**config.mk**
```make
export PLATFORM = sky130hd
export DESIGN_NAME = alu_exec_unit
export DESIGN_NICKNAME = d
export VERILOG_FILES = /design/src/rtl/alu_exec_unit.sv
export SDC_FILE = /design/constraint.sdc
export NUM_CORES = 1
export LEC_CHECK = 0
export ABC_AREA = 1
export BUFFER_PORTS_ARGS = -buffer_cell sky130_fd_sc_hd__clkbuf_2
export CELL_PAD_IN_SITES_DETAIL_PLACEMENT = 0
export CELL_PAD_IN_SITES_GLOBAL_PLACEMENT = 1
export CORE_MARGIN = 1
export CORE_UTILIZATION = 42
export CTS_BUF_LIST = sky130_fd_sc_hd__clkbuf_8
export DETAILED_ROUTE_END_ITERATION = 10
export GPL_TIMING_DRIVEN = 0
export HOLD_SLACK_MARGIN = 0.05
export PLACE_DENSITY_LB_ADDON = 0.1
export SYNTH_ARGS = -nofsm -noshare
export SYNTH_HDL_FRONTEND = slang
export SYNTH_SLANG_ARGS = --single-unit
```
**constraint.sdc**
```tcl
create_clock -name clk -period 1 [get_ports clk]
set_input_delay 0.05 -clock clk [delete_from_list [all_inputs] [get_ports clk]]
set_output_delay 0.05 -clock clk [all_outputs]
set_load 0.02 [all_outputs]
```
**src/rtl/alu_exec_unit.sv**
```systemverilog
// Execute stage: ALU-control decode, operand-B mux, 16-bit ALU, registered result/flags.
// Latency: 1 cycle from a valid input to out_valid and the registered outputs.
// Backpressure: none; every valid input is captured, so back-to-back inputs give back-to-back results.
module alu_exec_unit #(
    parameter int WIDTH = 16
) (
    input  logic             clk,
    input  logic             rst_n,
    input  logic             in_valid,
    input  logic [2:0]       opcode,
    input  logic [3:0]       func,
    input  logic             aluop,
    input  logic [WIDTH-1:0] read1,
    input  logic [WIDTH-1:0] read2,
    input  logic [6:0]       immediate,
    output logic             out_valid,
    output logic [WIDTH-1:0] alu_out,
    output logic             carry,
    output logic             is_zero,
    output logic [2:0]       alu_code
);

    localparam logic [2:0] ALU_ADD = 3'b000;
    localparam logic [2:0] ALU_SUB = 3'b001;
    localparam logic [2:0] ALU_AND = 3'b010;
    localparam logic [2:0] ALU_OR  = 3'b011;
    localparam logic [2:0] ALU_XOR = 3'b100;
    localparam logic [2:0] ALU_SLT = 3'b101;
    localparam logic [2:0] ALU_SLL = 3'b110;
    localparam logic [2:0] ALU_SRL = 3'b111;

    localparam logic [2:0] OP_RTYPE = 3'b000;
    localparam logic [2:0] OP_ADDI  = 3'b001;
    localparam logic [2:0] OP_LW    = 3'b010;
    localparam logic [2:0] OP_SW    = 3'b011;
    localparam logic [2:0] OP_BEQ   = 3'b100;
    localparam logic [2:0] OP_J     = 3'b101;
    localparam logic [2:0] OP_SLTI  = 3'b110;
    localparam logic [2:0] OP_ORI   = 3'b111;

    logic [2:0]       w_alu_code;
    logic [WIDTH-1:0] w_op_a;
    logic [WIDTH-1:0] w_op_b;
    logic [WIDTH:0]   w_add;
    logic [WIDTH:0]   w_sub;
    logic [3:0]       w_shamt;
    logic [WIDTH-1:0] w_result;
    logic             w_carry;

    logic             r_out_valid;
    logic [WIDTH-1:0] r_alu_out;
    logic             r_carry;
    logic             r_is_zero;
    logic [2:0]       r_alu_code;

    // ALU-control decode: opcode picks the operation; R-type defers to func.
    // aluop is deliberately not consulted here, it only steers operand B.
    always_comb begin
        w_alu_code = ALU_ADD;
        unique case (opcode)
            OP_RTYPE: begin
                case (func)
                    4'b0000: w_alu_code = ALU_ADD;
                    4'b0001: w_alu_code = ALU_SUB;
                    4'b0010: w_alu_code = ALU_AND;
                    4'b0011: w_alu_code = ALU_OR;
                    4'b0100: w_alu_code = ALU_XOR;
                    4'b0101: w_alu_code = ALU_SLT;
                    4'b0110: w_alu_code = ALU_SLL;
                    4'b0111: w_alu_code = ALU_SRL;
                    default: w_alu_code = ALU_ADD;
                endcase
            end
            OP_ADDI: w_alu_code = ALU_ADD;
            OP_LW:   w_alu_code = ALU_ADD;
            OP_SW:   w_alu_code = ALU_ADD;
            OP_BEQ:  w_alu_code = ALU_SUB;
            OP_J:    w_alu_code = ALU_ADD;
            OP_SLTI: w_alu_code = ALU_SLT;
            OP_ORI:  w_alu_code = ALU_OR;
            default: w_alu_code = ALU_ADD;
        endcase
    end

    // Operand B: sign-extended 7-bit immediate or the second register port.
    assign w_op_a  = read1;
    assign w_op_b  = aluop ? {{(WIDTH-7){immediate[6]}}, immediate} : read2;

    // Both adders are kept 17 bits wide so bit 16 is the carry / not-borrow.
    assign w_add   = {1'b0, w_op_a} + {1'b0, w_op_b};
    assign w_sub   = {1'b0, w_op_a} + {1'b0, ~w_op_b} + {{WIDTH{1'b0}}, 1'b1};
    assign w_shamt = w_op_b[3:0];

    // Result and carry selection; carry is only meaningful for ADD and SUB.
    always_comb begin
        w_result = w_add[WIDTH-1:0];
        w_carry  = 1'b0;
        unique case (w_alu_code)
            ALU_ADD: begin
                w_result = w_add[WIDTH-1:0];
                w_carry  = w_add[WIDTH];
            end
            ALU_SUB: begin
                w_result = w_sub[WIDTH-1:0];
                w_carry  = w_sub[WIDTH];
            end
            ALU_AND: w_result = w_op_a & w_op_b;
            ALU_OR:  w_result = w_op_a | w_op_b;
            ALU_XOR: w_result = w_op_a ^ w_op_b;
            ALU_SLT: w_result = ($signed(w_op_a) < $signed(w_op_b)) ?
                                {{(WIDTH-1){1'b0}}, 1'b1} : {WIDTH{1'b0}};
            ALU_SLL: w_result = w_op_a << w_shamt;
            ALU_SRL: w_result = w_op_a >> w_shamt;
            default: w_result = w_add[WIDTH-1:0];
        endcase
    end

    // Output stage: capture only on valid so idle cycles leave the last result held.
    always_ff @(posedge clk or negedge rst_n) begin
        if (!rst_n) begin
            r_out_valid <= 1'b0;
            r_alu_out   <= {WIDTH{1'b0}};
            r_carry     <= 1'b0;
            r_is_zero   <= 1'b0;
            r_alu_code  <= 3'b000;
        end else begin
            r_out_valid <= in_valid;
            if (in_valid) begin
                r_alu_out  <= w_result;
                r_carry    <= w_carry;
                r_is_zero  <= (w_result == {WIDTH{1'b0}});
                r_alu_code <= w_alu_code;
            end
        end
    end

    assign out_valid = r_out_valid;
    assign alu_out   = r_alu_out;
    assign carry     = r_carry;
    assign is_zero   = r_is_zero;
    assign alu_code  = r_alu_code;

endmodule

```
; ---- Word-level counts from Yosys, hierarchy flattened
; Memory sizes are Yosys's and may differ from the RTL's.
; Index checks and enable logic that the tools add are counted.
[word_totals]
reg_bits = 22
romBits = 24
out_inout_bits = 22
n_memories = 1
input_bits = 50
[op_classes]
order_cmp = 1
n_eq_ne = 14
addsub = 3
reduce_logical = 4
n_mux = 6
n_bitwise = 4
shift = 2
[mem_list]
columns = memory, depth, width, read_ports, rd_ports_with_merged_regs, wr, line
row1 = (name not given), 8, 3, 1, 0, 0, 62  ; case (func)
[op_table]
columns = op, count
row1 = $pmux W16 S8, 1
row2 = $add A16 B16 Y17, 2
row3 = $eq A3 B3 Y1 const B, 8
row4 = $add A17 B1 Y17 const B, 1
row5 = $and A16 B16 Y16, 1
row6 = $logic_not A16 Y1, 1
row7 = $lt A16 B16 Y1, 1
row8 = $mux W16, 1
row9 = $not A16 Y16, 1
row10 = $or A16 B16 Y16, 1
row11 = $shl A16 B4 Y16, 1
row12 = $shr A16 B4 Y16, 1
row13 = $xor A16 B16 Y16, 1
row14 = $pmux W3 S5, 1
row15 = $eq A3 B2 Y1 const B, 4
row16 = $eq A3 B1 Y1 const B, 2
row17 = $logic_not A3 Y1, 2
row18 = $reduce_or A4 Y1, 1
row19 = $mux W3, 1
row20 = $pmux W1 S2, 1
row21 = $mux W1, 1

; ---- Longest topological paths before layout
; Gate-level depths: netlist of run 1.
[depth]
ltp_word = 6
ltp_mapped = 25
depth_no_buf = 22

; ---- Least setup slack after synthesis of run 1
; Ideal clock, no wire load.
[synth_timing]
kind = input to register
startpoint = input port aluop
endpoint = register r_is_zero, in the netlist is_zero
path_slack_ns = -1.401
path_stages = 25
n_path_buf = 4
t_arrival_ns = 2.336
cell_sequence = buf_6 -> inv_4 -> nand2_1 -> nand2_1 -> buf_2 -> buf_2 -> ha_1 -> buf_2 -> inv_1 -> nand2_1 -> nand2_1 -> nand3_1 -> nand2_1 -> nand2_1 -> inv_1 -> nor2_1 -> nor2_1 -> nor2_1 -> nor2_1 -> nand3_1 -> nor2_1 -> nand2_1 -> nor2_1 -> nand3_1 -> nand2_1
[synth_between]
elab_chain_cells = 6
[synth_rtl]
columns = element, line
row1 = from (decl), 12  ; input logic aluop,
row2 = $mux W16 *, 87  ; assign w_op_b = aluop ? {{(WIDTH-7){immediate[6]}}, immediate} : read2;
row3 = $not A16 Y16, 91  ; assign w_sub = {1'b0, w_op_a} + {1'b0, ~w_op_b} + {{WIDTH{1'b0}}, 1'b1};
row4 = $add A16 B16 Y17, 91
row5 = $add A17 B1 Y17, 91
row6 = $pmux W16 S8 *, 98  ; unique case (w_alu_code)
row7 = $logic_not A16 Y1 *, 131  ; r_is_zero <= (w_result == {WIDTH{1'b0}});
row8 = to (signal assigned), 131
row9 = to (decl), 53  ; logic r_is_zero;
; Every way passes the cells marked *; elsewhere a longest branch is shown, timed or not.
; A chain may end at the register's enable or synchronous reset.

; ---- Worst setup path after layout of run 1
[layout_timing]
startpoint = input port aluop
endpoint = register r_alu_out[0], in the netlist alu_out[0]
[layout_between]
elab_chain_cells = 5
[layout_rtl]
columns = element, line
row1 = $mux W16 *, 87
row2 = $not A16 Y16, 91
row3 = $add A16 B16 Y17, 91
row4 = $add A17 B1 Y17, 91
row5 = $pmux W16 S8 *, 98
row6 = to (signal assigned), 122  ; r_alu_out <= {WIDTH{1'b0}};
row7 = to (signal assigned), 129  ; r_alu_out <= w_result;
row8 = to (decl), 51  ; logic [WIDTH-1:0] r_alu_out;
; Marks and branches as above.

==> flow_summary_export.csv, run 1 <==
group,metric,value,unit
status,run_status,"finished, violations left",
status,violations,"negative setup slack",
global_route,via_count_of_the_first_global_routing_pass,6644,
synth,synth-main-ff-cell,"sky130_fd_sc_hd__dfrtp_1",
critical_path,worst_ep_required_time,1.16,ns
synth,synth_most_common_cell,"sky130_fd_sc_hd__nand2_1",
sta,final-max-slew-violation-count,0,
critical_path,cpPeakStageDelay,0.38,ns
floorplanning,starting_density_of_the_core,0.4391,
critical_path,cell_with_the_largest_stage_delay_on_the_worst_path,"sky130_fd_sc_hd__fa_2",
final_layout,post_route_cells_drive_above_1_share,0.2876,
clocking,numCtsBuffers,3,
global_route,maximum_number_of_pins_on_one_net_before_global_route_repair,23,
clocking,clk_transition_reported_paths,0.08,ns
clocking,clock_sink_count,22,
detailed_routing,remaining_design_rule_violation_count,0,
run,maxCapViolations,0,
synth,synth-seq-area-share,0.1027,
final_layout,layout.area.seq,550.5,um2
synth,synthesis.area,5363,um2
synth,async_flop_share,1.000,
synth,netlist_top_cells_area,"sky130_fd_sc_hd__nand2_1 23%, sky130_fd_sc_hd__nand3_1 17%, sky130_fd_sc_hd__ha_1 11%, sky130_fd_sc_hd__dfrtp_1 10%, sky130_fd_sc_hd__nor2_1 8.5%",
clocking,worst_skew_pair.late_latency,0.25,ns
floorplanning,design.portCount,72,
critical_path,cp_cell_sequence,"buf_12, inv_8, nand2_4, nand2_4, buf_8, ha_4, fa_2, inv_2, nand2_4, nand2_4, nand4_1, nand2_2, nand2_4, nand2_4, nand2_2, nand3_2, nand4_1, buf_4, buf_4, nand2_1, nand2_1",
detailed_routing,vias,7277,
critical_path,start_kind,"input port",
detailed_routing,detail_route.wl_per_cell,17.86,um
synth,post_synth_num_cell_types,38,
final_layout,multi_input_comb_area,4959,um2
detailed_routing,drt_iter0_markers,737,
sta,timing.final.crit_period,2.250,ns
clocking,htree_levels,1,
synth,synth_warnings,0,
critical_path,worst-path-max-fanout,10,
synth,synth_edf_count,0,
sta,fin_ws,-1.250,ns
floorplanning,die_x,115.0,um
synth,mean_syn_cell_area,5.315,um2
floorplanning,chipHeight,115.0,um
floorplanning,core_area,12210,um2
detailed_routing,postRouteAntennaNets,0,
sta,setup_viol,18,
clocking,cts_root_buffer,"sky130_fd_sc_hd__clkbuf_8",
placement,placement.io_buffers,70,
detailed_routing,routed_via_density,5.576,
final_layout,insertedDiodeCount,0,
sta,skew,0,ns
synth,synth_nets,1110,
sta,hold_viol_final,0,
critical_path,worst_path_depth,21,
power,vdd_drop_max,0.5332,mV
worst_hold_path,min-delay-path-class,"input port to register",
clocking,cts_tree,"done",
final_layout,layout.core_utilization,0.6149,
sta,timing.final.crit_share,2.250,
detailed_routing,dr.pass1.iters,5,
critical_path,path_class,"input port to register",
critical_path,cp.arrival,2.41,ns
critical_path,crit_end_element,"register",
sta,grt_setup_unrepaired,"true",
power,leakagePower,0.003940,uW
global_route,grt.total_usage,0.3557,
clocking,cts.path.max_buffers,2,
sta,maxClockFrequency,444.5,MHz
global_route,overflow,0,
power,p_per_area,946.8,nW/um2
floorplanning,std_cell_rows,40,
synth,synth_seq_cells,22,
placement,post-dp-hpwl,17.86,mm
synth,synth_area_leader_cell,"sky130_fd_sc_hd__nand2_1",
detailed_routing,finalWirelength,23.30,mm
synth,yosysTopAreaCellShare,0.2338,
critical_path,worst_r2r_path_depth,2,
worst_hold_path,timing.hold.worst_path_depth,3,
placement,gp_routability_congestion,0.9573,
global_route,grt_antenna_before_repair,0,
floorplanning,die-area,13220,um2
sta,slew_headroom,0.6257,
critical_path,crit_top_cell,"sky130_fd_sc_hd__nand2_4",
final_layout,area_delta_synth_final,40.01,%
final_layout,layout.nets,1239,
global_route,grt_first_pass_wirelength,36.14,mm
critical_path,critPathBufInv,6,
synth,yosys-top-cells-count,"334 x sky130_fd_sc_hd__nand2_1, 187 x sky130_fd_sc_hd__nand3_1, 121 x sky130_fd_sc_hd__nor2_1",
sta,worst_max_slew_pin_slew,0.5615,ns
synth,synthCells,1009,
placement,placement.setup.worst_slack,-1.781,ns
critical_path,worst_path_dominant_cell_family,"simple AND/OR/NAND/NOR gates",
final_layout,fill_cells,1285,
[per-stage QoR]
step | cells | hold WS [ns] | power (uW) | TNS [ns] | instance area (um2)
3_5_place_dp | 1247 | 0.04508 | 5098 | -25.43 | 6183
5_1_grt | 1305 | 0.1662 | 7591 | -19.03 | 7508
4_1_cts | 1290 | 0.03736 | 6680 | -15.44 | 7167
3_3_place_gp | 1247 | 0.04637 | 5092 | -25.14 | 6183
2_1_floorplan | 1009 | -0.2456 | 3881 | -15.36 | 5623
6_report | 1305 | 0.1405 | 7109 | -16.74 | 7508
[logic make-up (layout without fill, tap and decap cells)]
logic type | count (synthesis) | after routing | synth area share
and+or+nand+nor | 698 | 698 | 0.5658
AOI/OAI and AO/OA | 72 | 72 | 0.07326
adders and majority gates | 51 | 51 | 0.1218
buffers and inverters | 160 | 288 | 0.1267
DFF | 22 | 22 | 0.1027
xor gates and xnor gates | 6 | 6 | 0.009799
[sequential cells by signal, indices dropped and copies added, names as in the netlist]
signal,flops
is_zero,1
carry,1
out_valid,1
alu_code,3
alu_out,16
[layout make-up]
class / count / share of cell area
repair inverters: 1 / 0.001500
clock inverters: 1 / 0.003999
clock buffers: 3 / 0.005499
multi-input cells: 827 / 0.6604
plain buffers: 41 / 0.05432
well taps: 168 / 0.02800
inverters: 116 / 0.06216
repair buffers: 126 / 0.1108
flip-flops and latches: 22 / 0.07332
[where the power goes]
part           leakage (uW)  total, uW  internal [uW]  switching, uW
logic               0.00363       5180           1920           3260
clock network     0.0000357        807            534            272
registers          0.000275       1120           1040           79.5
[final timing paths]
| check | to | slack, ns | from |
|---|---|---|---|
| setup / recovery | alu_out[0] | -1.25 | aluop |
| hold / removal | alu_out[15] | 0.14 | in_valid |
| setup reg to reg | carry | 0.32 | carry |
| hold reg to reg | alu_out[3] | 0.48 | alu_out[3] |
| max in group asynchronous | is_zero | 0.36 | rst_n |
| min in group asynchronous | alu_out[15] | 0.28 | rst_n |
[layout by cell type (no fill, tap or decap), drive strengths merged, types with 2 or more instances in the layout]
cell	count
fa	2
nand3	188
dfrtp	22
xor2	6
o211ai	4
nor3	4
or2	4
o21bai	4
nand3b	10
nand4	26
buf	89
nand2	337
ha	49
a21oi	36
nor2	127
clkbuf	79
dlygate4sd3	2
inv	115
and2	2
o21ai	26
[tightest hold or removal path: cells and delay by family]
family	cells	cell delay, ns
buffers and inverters	1	0.18
AND/OR/NAND/NOR	2	0.14
[metal layers]
metal / track usage / wire length (um)
met5: 0 / 0
met1: 0.4752 / 9797
met4: 0.09264 / 813
met2: 0.5928 / 10340
met3: 0.05799 / 2355
[timing repair]
item	in CTS	in global routing
setup buffers	37	14
hold buffers	1	1
hold endpoints to repair	23	1
endpoints found under the setup margin	21	19
gates cloned	4	0
resized for setup	138	57
pin swaps	39	39
No activity file was read; power rests on OpenSTA's default activity.
==> inputs of run 2 (changes only) <==
--- a/config.mk
+++ b/config.mk
@@ -8,6 +8,4 @@
 export ABC_AREA = 1
 export BUFFER_PORTS_ARGS = -buffer_cell sky130_fd_sc_hd__clkbuf_2
-export CELL_PAD_IN_SITES_DETAIL_PLACEMENT = 0
-export CELL_PAD_IN_SITES_GLOBAL_PLACEMENT = 1
 export CORE_MARGIN = 1
 export CORE_UTILIZATION = 42
@@ -16,5 +14,4 @@
 export GPL_TIMING_DRIVEN = 0
 export HOLD_SLACK_MARGIN = 0.05
-export PLACE_DENSITY_LB_ADDON = 0.1
 export SYNTH_ARGS = -nofsm -noshare
 export SYNTH_HDL_FRONTEND = slang
==> constraint.sdc (replaced) <==
create_clock -name clk -period 1 [get_ports clk]
set_input_delay 0.05 -clock clk [delete_from_list [all_inputs] [get_ports clk]]
set_output_delay 0.05 -clock clk [all_outputs]
set_load 0.1 [all_outputs]
==> run 2 against run 1 <==
The flow still finishes with violations (negative setup slack). Largest cell class unchanged. Non-clock buffer count is 16 higher. Setup slack better by 0.047 ns. Count of clock-buffer cells in the layout stayed put. Fmax is 2.1% higher. Critical endpoint is now is_zero. Worst hold slack better by 0.087 ns. Sequential cell count stayed put. Critical path depth is 2 lower. Die area stayed put.
==> flow_summary_export.csv, run 2 (same netlist as run 1, synthesis figures left out) <==
group,metric,value,unit
status,run_status,"finished, violations left",
status,violations,"negative setup slack",
critical_path,cpPeakStageDelay,0.26,ns
critical_path,cell_with_the_largest_stage_delay_on_the_worst_path,"sky130_fd_sc_hd__ha_4",
critical_path,crit_top_cell,"sky130_fd_sc_hd__nand2_1",
floorplanning,starting_density_of_the_core,0.4391,
run,maxCapViolations,0,
sta,skew,0,ns
floorplanning,chipHeight,115.0,um
critical_path,crit_end_element,"register",
critical_path,worst_r2r_path_depth,2,
global_route,grt_antenna_before_repair,0,
power,comb_power_share,0.772,
placement,placement.io_buffers,70,
final_layout,largest_reg_flops,16,
placement,placement.cell_area,6187,um2
worst_hold_path,min-delay-path-class,"input port to register",
critical_path,critPathBufInv,3,
critical_path,cp_cell_sequence,"buf_12, inv_12, or2_1, o21ai_2, buf_6, ha_4, nor2_4, nand3b_1, nand3_2, nand2_2, nand2_1, nand2_1, nand3_1, nand4_1, nor2_1, nand2_1, nor2_2, nand3_1, nand2_1",
final_layout,fill_cells,1213,
critical_path,start_kind,"input port",
final_layout,finish.cell_count_without_fillers,1321,
global_route,overflow,0,
power,vdd_drop_max,0.5980,mV
sta,grt_setup_unrepaired,"true",
final_layout,multi_input_comb_area,5130,um2
clocking,numCtsBuffers,3,
clocking,htree_levels,1,
power,p_per_area,1066,nW/um2
placement,placement.setup.worst_slack,-1.864,ns
clocking,cts_root_buffer,"sky130_fd_sc_hd__clkbuf_8",
critical_path,critical_path.reg2reg.endpoint,"carry",
sta,final.hold.worst_slack,0.2278,ns
sta,timing.final.crit_period,2.203,ns
sta,slew_headroom,0.6234,
critical_path,timing.reg2reg.setup_slack,0.32,ns
placement,placed_cells_incl_taps,1247,
sta,maxClockFrequency,453.9,MHz
sta,final-max-slew-violation-count,0,
floorplanning,die-area,13220,um2
critical_path,cp.arrival,2.40,ns
placement,post-dp-hpwl,17.45,mm
critical_path,worst_path_depth,19,
clocking,cts.path.max_buffers,2,
final_layout,mostFrequentLayoutCell,"sky130_fd_sc_hd__nand2_1",
detailed_routing,drt_iter0_markers,730,
sta,hold_viol_final,0,
detailed_routing,routed_via_density,5.516,
floorplanning,design.portCount,72,
power,leakagePower,0.004079,uW
final_layout,area_delta_synth_final,48.27,%
final_layout,layout.core_utilization,0.6511,
final_layout,post_route_cells_drive_above_1_share,0.3322,
detailed_routing,postRouteAntennaNets,0,
global_route,via_count_of_the_first_global_routing_pass,6495,
critical_path,path_class,"input port to register",
sta,fin_ws,-1.203,ns
power,seq_power_share,0.133,
worst_hold_path,hold_end,"alu_out[15]",
critical_path,timing.rr.start,"carry",
final_layout,mostFrequentLayoutCells,"292 x sky130_fd_sc_hd__nand2_1, 166 x sky130_fd_sc_hd__nand3_1, 97 x sky130_fd_sc_hd__inv_1",
global_route,maximum_number_of_pins_on_one_net_before_global_route_repair,23,
detailed_routing,detail_route.wl_per_cell,17.36,um
floorplanning,std_cell_rows,40,
global_route,grt_first_pass_wirelength,34.73,mm
clocking,worst_skew_pair.late_latency,0.25,ns
clocking,cts_tree,"done",
worst_hold_path,timing.hold.worst_path_depth,4,
final_layout,post_route_cell_area,7951,um2
detailed_routing,finalWirelength,22.94,mm
power,power.share.switching,0.5472,
sta,timing.final.crit_share,2.203,
floorplanning,core_area,12210,um2
final_layout,layout.area.seq,554.3,um2
critical_path,worst-path-max-fanout,8,
critical_path,worst_path_dominant_cell_family,"simple AND/OR/NAND/NOR gates",
final_layout,layout.nets,1255,
power,power.share.clock,0.095,
clocking,clk_transition_reported_paths,0.08,ns
placement,gp_routability_congestion,0.9793,
power,netSwitchingPower,4637,uW
clocking,clock_sink_count,22,
power,p_int,3837,uW
critical_path,worst_ep_required_time,1.19,ns
detailed_routing,dr.pass1.iters,5,
floorplanning,die_x,115.0,um
detailed_routing,vias,7286,
detailed_routing,remaining_design_rule_violation_count,0,
global_route,grt.total_usage,0.3423,
sta,setup_viol,18,
sta,worst_max_slew_pin_slew,0.5650,ns
final_layout,insertedDiodeCount,0,
worst_hold_path,hold_sp,"in_valid",
run 2: cell types whose count changed in the layout (fill, tap and decap cells not counted), sizes merged:
cell    previous run  this run
buf               89       120
bufbuf             0         1
clkbuf            79        63
clkinv             1         2
inv              115       114
run 2: how the worst max path moves through the flow:
| stage | from | endpoint |
|---|---|---|
| final | aluop | is_zero |
| after global routing | aluop | is_zero |
| after CTS | aluop | is_zero |
| after detailed placement | aluop | is_zero |
| after global placement | aluop | is_zero |
| after floorplan | aluop | is_zero |
run 2: what timing repair did:
item,in CTS,in global routing
resized for setup,201,96
endpoints found under the setup margin,40,36
setup buffers,43,31
hold endpoints to repair,23,0
gates cloned,3,1
pin swaps,55,58
hold buffers,2,0
run 2: power by group through the flow:
| stage | Sequential (uW) | Clock [uW] | Combinational (uW) |
|---|---|---|---|
| after global routing | 1150 | 851 | 6980 |
| final | 1130 | 804 | 6540 |
| after floorplan | 2270 | 0 | 2550 |
| after global placement | 1130 | 0 | 4880 |
| after CTS | 1120 | 815 | 5980 |
| after detailed placement | 1140 | 0 | 4880 |
run 2: area by class of cell:
type	count	area share
buffer	38	0.04626
clock buffer	3	0.005193
clock inverter	1	0.003777
inverter	116	0.06058
multi-input combinational	827	0.6452
sequential	22	0.06971
tap	168	0.02644
timing repair buffer	145	0.1418
timing repair inverter	1	0.001101
run 2: worst min-delay path, cell delays in order:
cell and delay [ns]:
sky130_fd_sc_hd__clkbuf_2 0.08, sky130_fd_sc_hd__clkbuf_2 0.18, sky130_fd_sc_hd__nand2_1 0.10, sky130_fd_sc_hd__nand2_1 0.04
run 2: stage by stage:
stage / total power (uW) / setup TNS (ns)
finish: 8474 / -16.71
global route: 8976 / -18.65
CTS: 7922 / -15.43
detailed placement: 6015 / -25.15
global placement: 6015 / -25.10
floorplan: 4823 / -15.39
run 2: routing by layer:
layer,track usage,up-vias,wire [um]
met2,0.5550,402,10150
met1,0.4636,3292,9545
li1,-,3526,-
met5,0,-,0
met4,0.1229,0,992
met3,0.04533,66,2247
==> inputs of run 3 (changes only) <==
ABC_AREA = 0   (was 1)
TNS_END_PERCENT = 100   (was not set)
==> run 3 against run 2 <==
The run still ends with negative setup slack left. Synthesized cell count fell by 34%. Fmax decreased by 41%. Synthesized area fell by 4.4%. Combinational power shrank 5.5%. Critical endpoint unchanged. Largest cell class unchanged.
==> flow_summary_export.csv, run 3 <==
group,metric,value,unit
status,run_status,"finished, violations left",
status,violations,"negative setup slack",
sta,slew_headroom,0.1297,
power,leakagePower,0.003087,uW
sta,fin_ws,-2.751,ns
synth,mean_syn_cell_area,7.718,um2
synth,post_synth_num_cell_types,84,
synth,synth_warnings,0,
detailed_routing,wl_met2,10.41,mm
critical_path,worst-path-max-fanout,5,
sta,timing.final.crit_share,3.751,
detailed_routing,postRouteAntennaNets,0,
detailed_routing,detail_route.wl_per_cell,25.69,um
final_layout,insertedDiodeCount,0,
floorplanning,design.portCount,72,
critical_path,worstSetupStartpoint,"aluop",
sta,skew,0,ns
synth,yosysTopAreaCellShare,0.1196,
floorplanning,std_cell_rows,39,
synth,synth-main-ff-cell,"sky130_fd_sc_hd__dfrtp_1",
floorplanning,die-area,12650,um2
detailed_routing,drt_iter0_markers,769,
global_route,via_count_of_the_first_global_routing_pass,6006,
detailed_routing,dr.pass1.iters,5,
clocking,clk_transition_reported_paths,0.09,ns
run,maxCapViolations,0,
placement,placement.io_buffers,66,
clocking,cts.path.max_buffers,2,
sta,worst_max_slew_pin_slew,1.294,ns
clocking,clock_sink_count,22,
clocking,cts_root_buffer,"sky130_fd_sc_hd__clkbuf_8",
power,p_per_area,1133,nW/um2
final_layout,post_route_cell_area,7227,um2
sta,final-max-slew-violation-count,0,
final_layout,largest_reg_flops,16,
worst_hold_path,hold_sp,"in_valid",
critical_path,critical_path.reg2reg.endpoint,"alu_out[11]",
final_layout,post_route_cells_drive_above_1_share,0.3644,
synth,synth-seq-area-share,0.1074,
power,vdd_drop_max,0.8794,mV
clocking,worst_skew_pair.late_latency,0.27,ns
global_route,maximum_number_of_pins_on_one_net_before_global_route_repair,23,
critical_path,timing.rr.start,"alu_out[11]",
critical_path,cp.arrival,3.92,ns
detailed_routing,wl_met1,9.714,mm
detailed_routing,remaining_design_rule_violation_count,0,
critical_path,worst_ep_required_time,1.17,ns
synth,synthCells,664,
detailed_routing,routed_via_density,6.842,
clocking,cts_tree,"done",
synth,synth_nets,765,
sta,timing.final.crit_period,3.751,ns
placement,placement.cell_area,5897,um2
floorplanning,die_x,112.5,um
synth,synth_area_leader_cell,"sky130_fd_sc_hd__ha_1",
synth,synthesis.area,5125,um2
critical_path,crit_end_element,"register",
synth,netlist_top_cells_area,"sky130_fd_sc_hd__ha_1 12%, sky130_fd_sc_hd__dfrtp_1 11%, sky130_fd_sc_hd__mux4_2 6.6%, sky130_fd_sc_hd__mux2i_1 5.5%, sky130_fd_sc_hd__a21oi_1 5.4%",
critical_path,start_kind,"input port",
detailed_routing,top_layer,"met5",
sta,setup_viol,21,
detailed_routing,met3RoutedLength,2.764,mm
placement,post-dp-hpwl,18.00,mm
sta,grt_setup_unrepaired,"true",
detailed_routing,vias,6404,
floorplanning,chipHeight,112.5,um
synth,synth_most_common_cell,"sky130_fd_sc_hd__nor2_1",
synth,synth_seq_cells,22,
placement,gp_routability_congestion,1.001,
worst_hold_path,timing.hold.worst_path_depth,2,
critical_path,worst_r2r_path_depth,1,
sta,final.hold.worst_slack,0.2232,ns
final_layout,mostFrequentLayoutCells,"69 x sky130_fd_sc_hd__nor2_1, 54 x sky130_fd_sc_hd__buf_4, 51 x sky130_fd_sc_hd__nand2_1",
final_layout,area_delta_synth_final,41.02,%
global_route,grt_antenna_before_repair,0,
detailed_routing,finalWirelength,24.05,mm
final_layout,fill_cells,1051,
critical_path,timing.reg2reg.setup_slack,0.21,ns
global_route,grt_first_pass_wirelength,36.03,mm
floorplanning,core_area,11660,um2
synth,synth_edf_count,0,
global_route,grt.total_usage,0.3762,
critical_path,path_class,"input port to register",
power,p_total,8192,uW
synth,yosys-top-cells-count,"72 x sky130_fd_sc_hd__nor2_1, 55 x sky130_fd_sc_hd__a21oi_1, 52 x sky130_fd_sc_hd__nand2_1",
sta,maxClockFrequency,266.6,MHz
synth,async_flop_share,1.000,
floorplanning,starting_density_of_the_core,0.4394,
worst_hold_path,min-delay-path-class,"input port to register",
worst_hold_path,hold_end,"alu_out[5]",
clocking,numCtsBuffers,3,
sta,hold_viol_final,0,
global_route,overflow,0,
clocking,htree_levels,1,
final_layout,layout.nets,895,
final_layout,mostFrequentLayoutCell,"sky130_fd_sc_hd__nor2_1",
-- run 3: changes by cell type in the layout (fill, tap and decap cells not counted), moves of 16 or more --
cell                      previous run  this run
sky130_fd_sc_hd__nand2_1           292        51
sky130_fd_sc_hd__nor2_1             86        69
sky130_fd_sc_hd__ha_1               26        42
sky130_fd_sc_hd__nor2_2             29         2
sky130_fd_sc_hd__a21oi_1            11        41
sky130_fd_sc_hd__nand3_2            20         1
sky130_fd_sc_hd__mux2i_1             0        24
sky130_fd_sc_hd__nand3_1           166        16
sky130_fd_sc_hd__nand2_2            26         1
sky130_fd_sc_hd__nand4_1            25         3
sky130_fd_sc_hd__nand2_4            17         0
sky130_fd_sc_hd__inv_1              97        44
sky130_fd_sc_hd__buf_4              81        54
-- run 3: layout make-up --
class / instances / area [um2] / area share
multi-input cells: 551 / 4812 / 0.6659
clock inverters: 1 / 30.03 / 0.004155
well taps: 143 / 178.9 / 0.02476
flip-flops and latches: 22 / 553.0 / 0.07652
repair buffers: 130 / 1056 / 0.1461
inverters: 49 / 195.2 / 0.02701
plain buffers: 37 / 360.3 / 0.04986
clock buffers: 3 / 41.29 / 0.005713
-- run 3: metal layers --
layer	up-vias	global-route usage
li1	2763	-
met5	-	0.03529
met3	105	0.06749
met4	2	0.1253
met1	3049	0.5164
met2	485	0.5921
-- run 3: cells by family after synthesis --
group / synth area share
AOI/OAI and AO/OA: 0.3125
adders and majority gates: 0.1274
buffers and inverters: 0.07812
DFF: 0.1074
and+or+nand+nor: 0.2012
muxes: 0.1648
xor gates and xnor gates: 0.008545
-- run 3: repair_timing --
action,in CTS,in global routing
hold endpoints to repair,23,0
hold buffers,2,0
buffers inserted,43,21
gates cloned,0,0
pin swaps,41,36
setup endpoints to repair,43,24
resized for setup,134,36
-- run 3: worst max-delay path by stage --
stage / endpoint / slack [ns] / cells after the start
after detailed placement: is_zero / -3.43 / 16
after floorplan: is_zero / -2.62 / 16
after global routing: is_zero / -2.84 / 17
final: is_zero / -2.75 / 17
after global placement: is_zero / -3.43 / 16
after CTS: is_zero / -2.67 / 17
-- run 3: power by group --
group | total (uW) | switching (uW) | internal (uW)
registers | 1160 | 108 | 1050
clock network | 850 | 314 | 536
logic | 6180 | 3890 | 2290
total | 8190 | 4310 | 3880
-- run 3: critical path: stages --
cell	delay, ns
sky130_fd_sc_hd__buf_16	0.10
sky130_fd_sc_hd__mux2i_4	0.24
sky130_fd_sc_hd__inv_2	0.08
sky130_fd_sc_hd__buf_12	0.13
sky130_fd_sc_hd__buf_12	0.12
sky130_fd_sc_hd__ha_4	0.15
sky130_fd_sc_hd__fa_2	0.35
sky130_fd_sc_hd__or2_1	0.22
sky130_fd_sc_hd__a221o_2	0.44
sky130_fd_sc_hd__a2111oi_4	0.36
sky130_fd_sc_hd__buf_4	0.19
sky130_fd_sc_hd__o31ai_4	0.06
sky130_fd_sc_hd__a221oi_2	0.31
sky130_fd_sc_hd__o2111ai_2	0.21
sky130_fd_sc_hd__a2111oi_4	0.41
sky130_fd_sc_hd__nand4_1	0.22
sky130_fd_sc_hd__o41ai_2	0.24
-- run 3: metrics by stage --
step                instances    util  TNS, ns  setup WS [ns]
finish                    936  0.6197   -35.06         -2.751
global route              936  0.6197   -36.19         -2.842
CTS                       920  0.5967   -33.42         -2.674
detailed placement        873  0.5056   -43.59         -3.428
global placement          873  0.5056   -43.15         -3.427
floorplan                 664       -   -31.70         -2.623
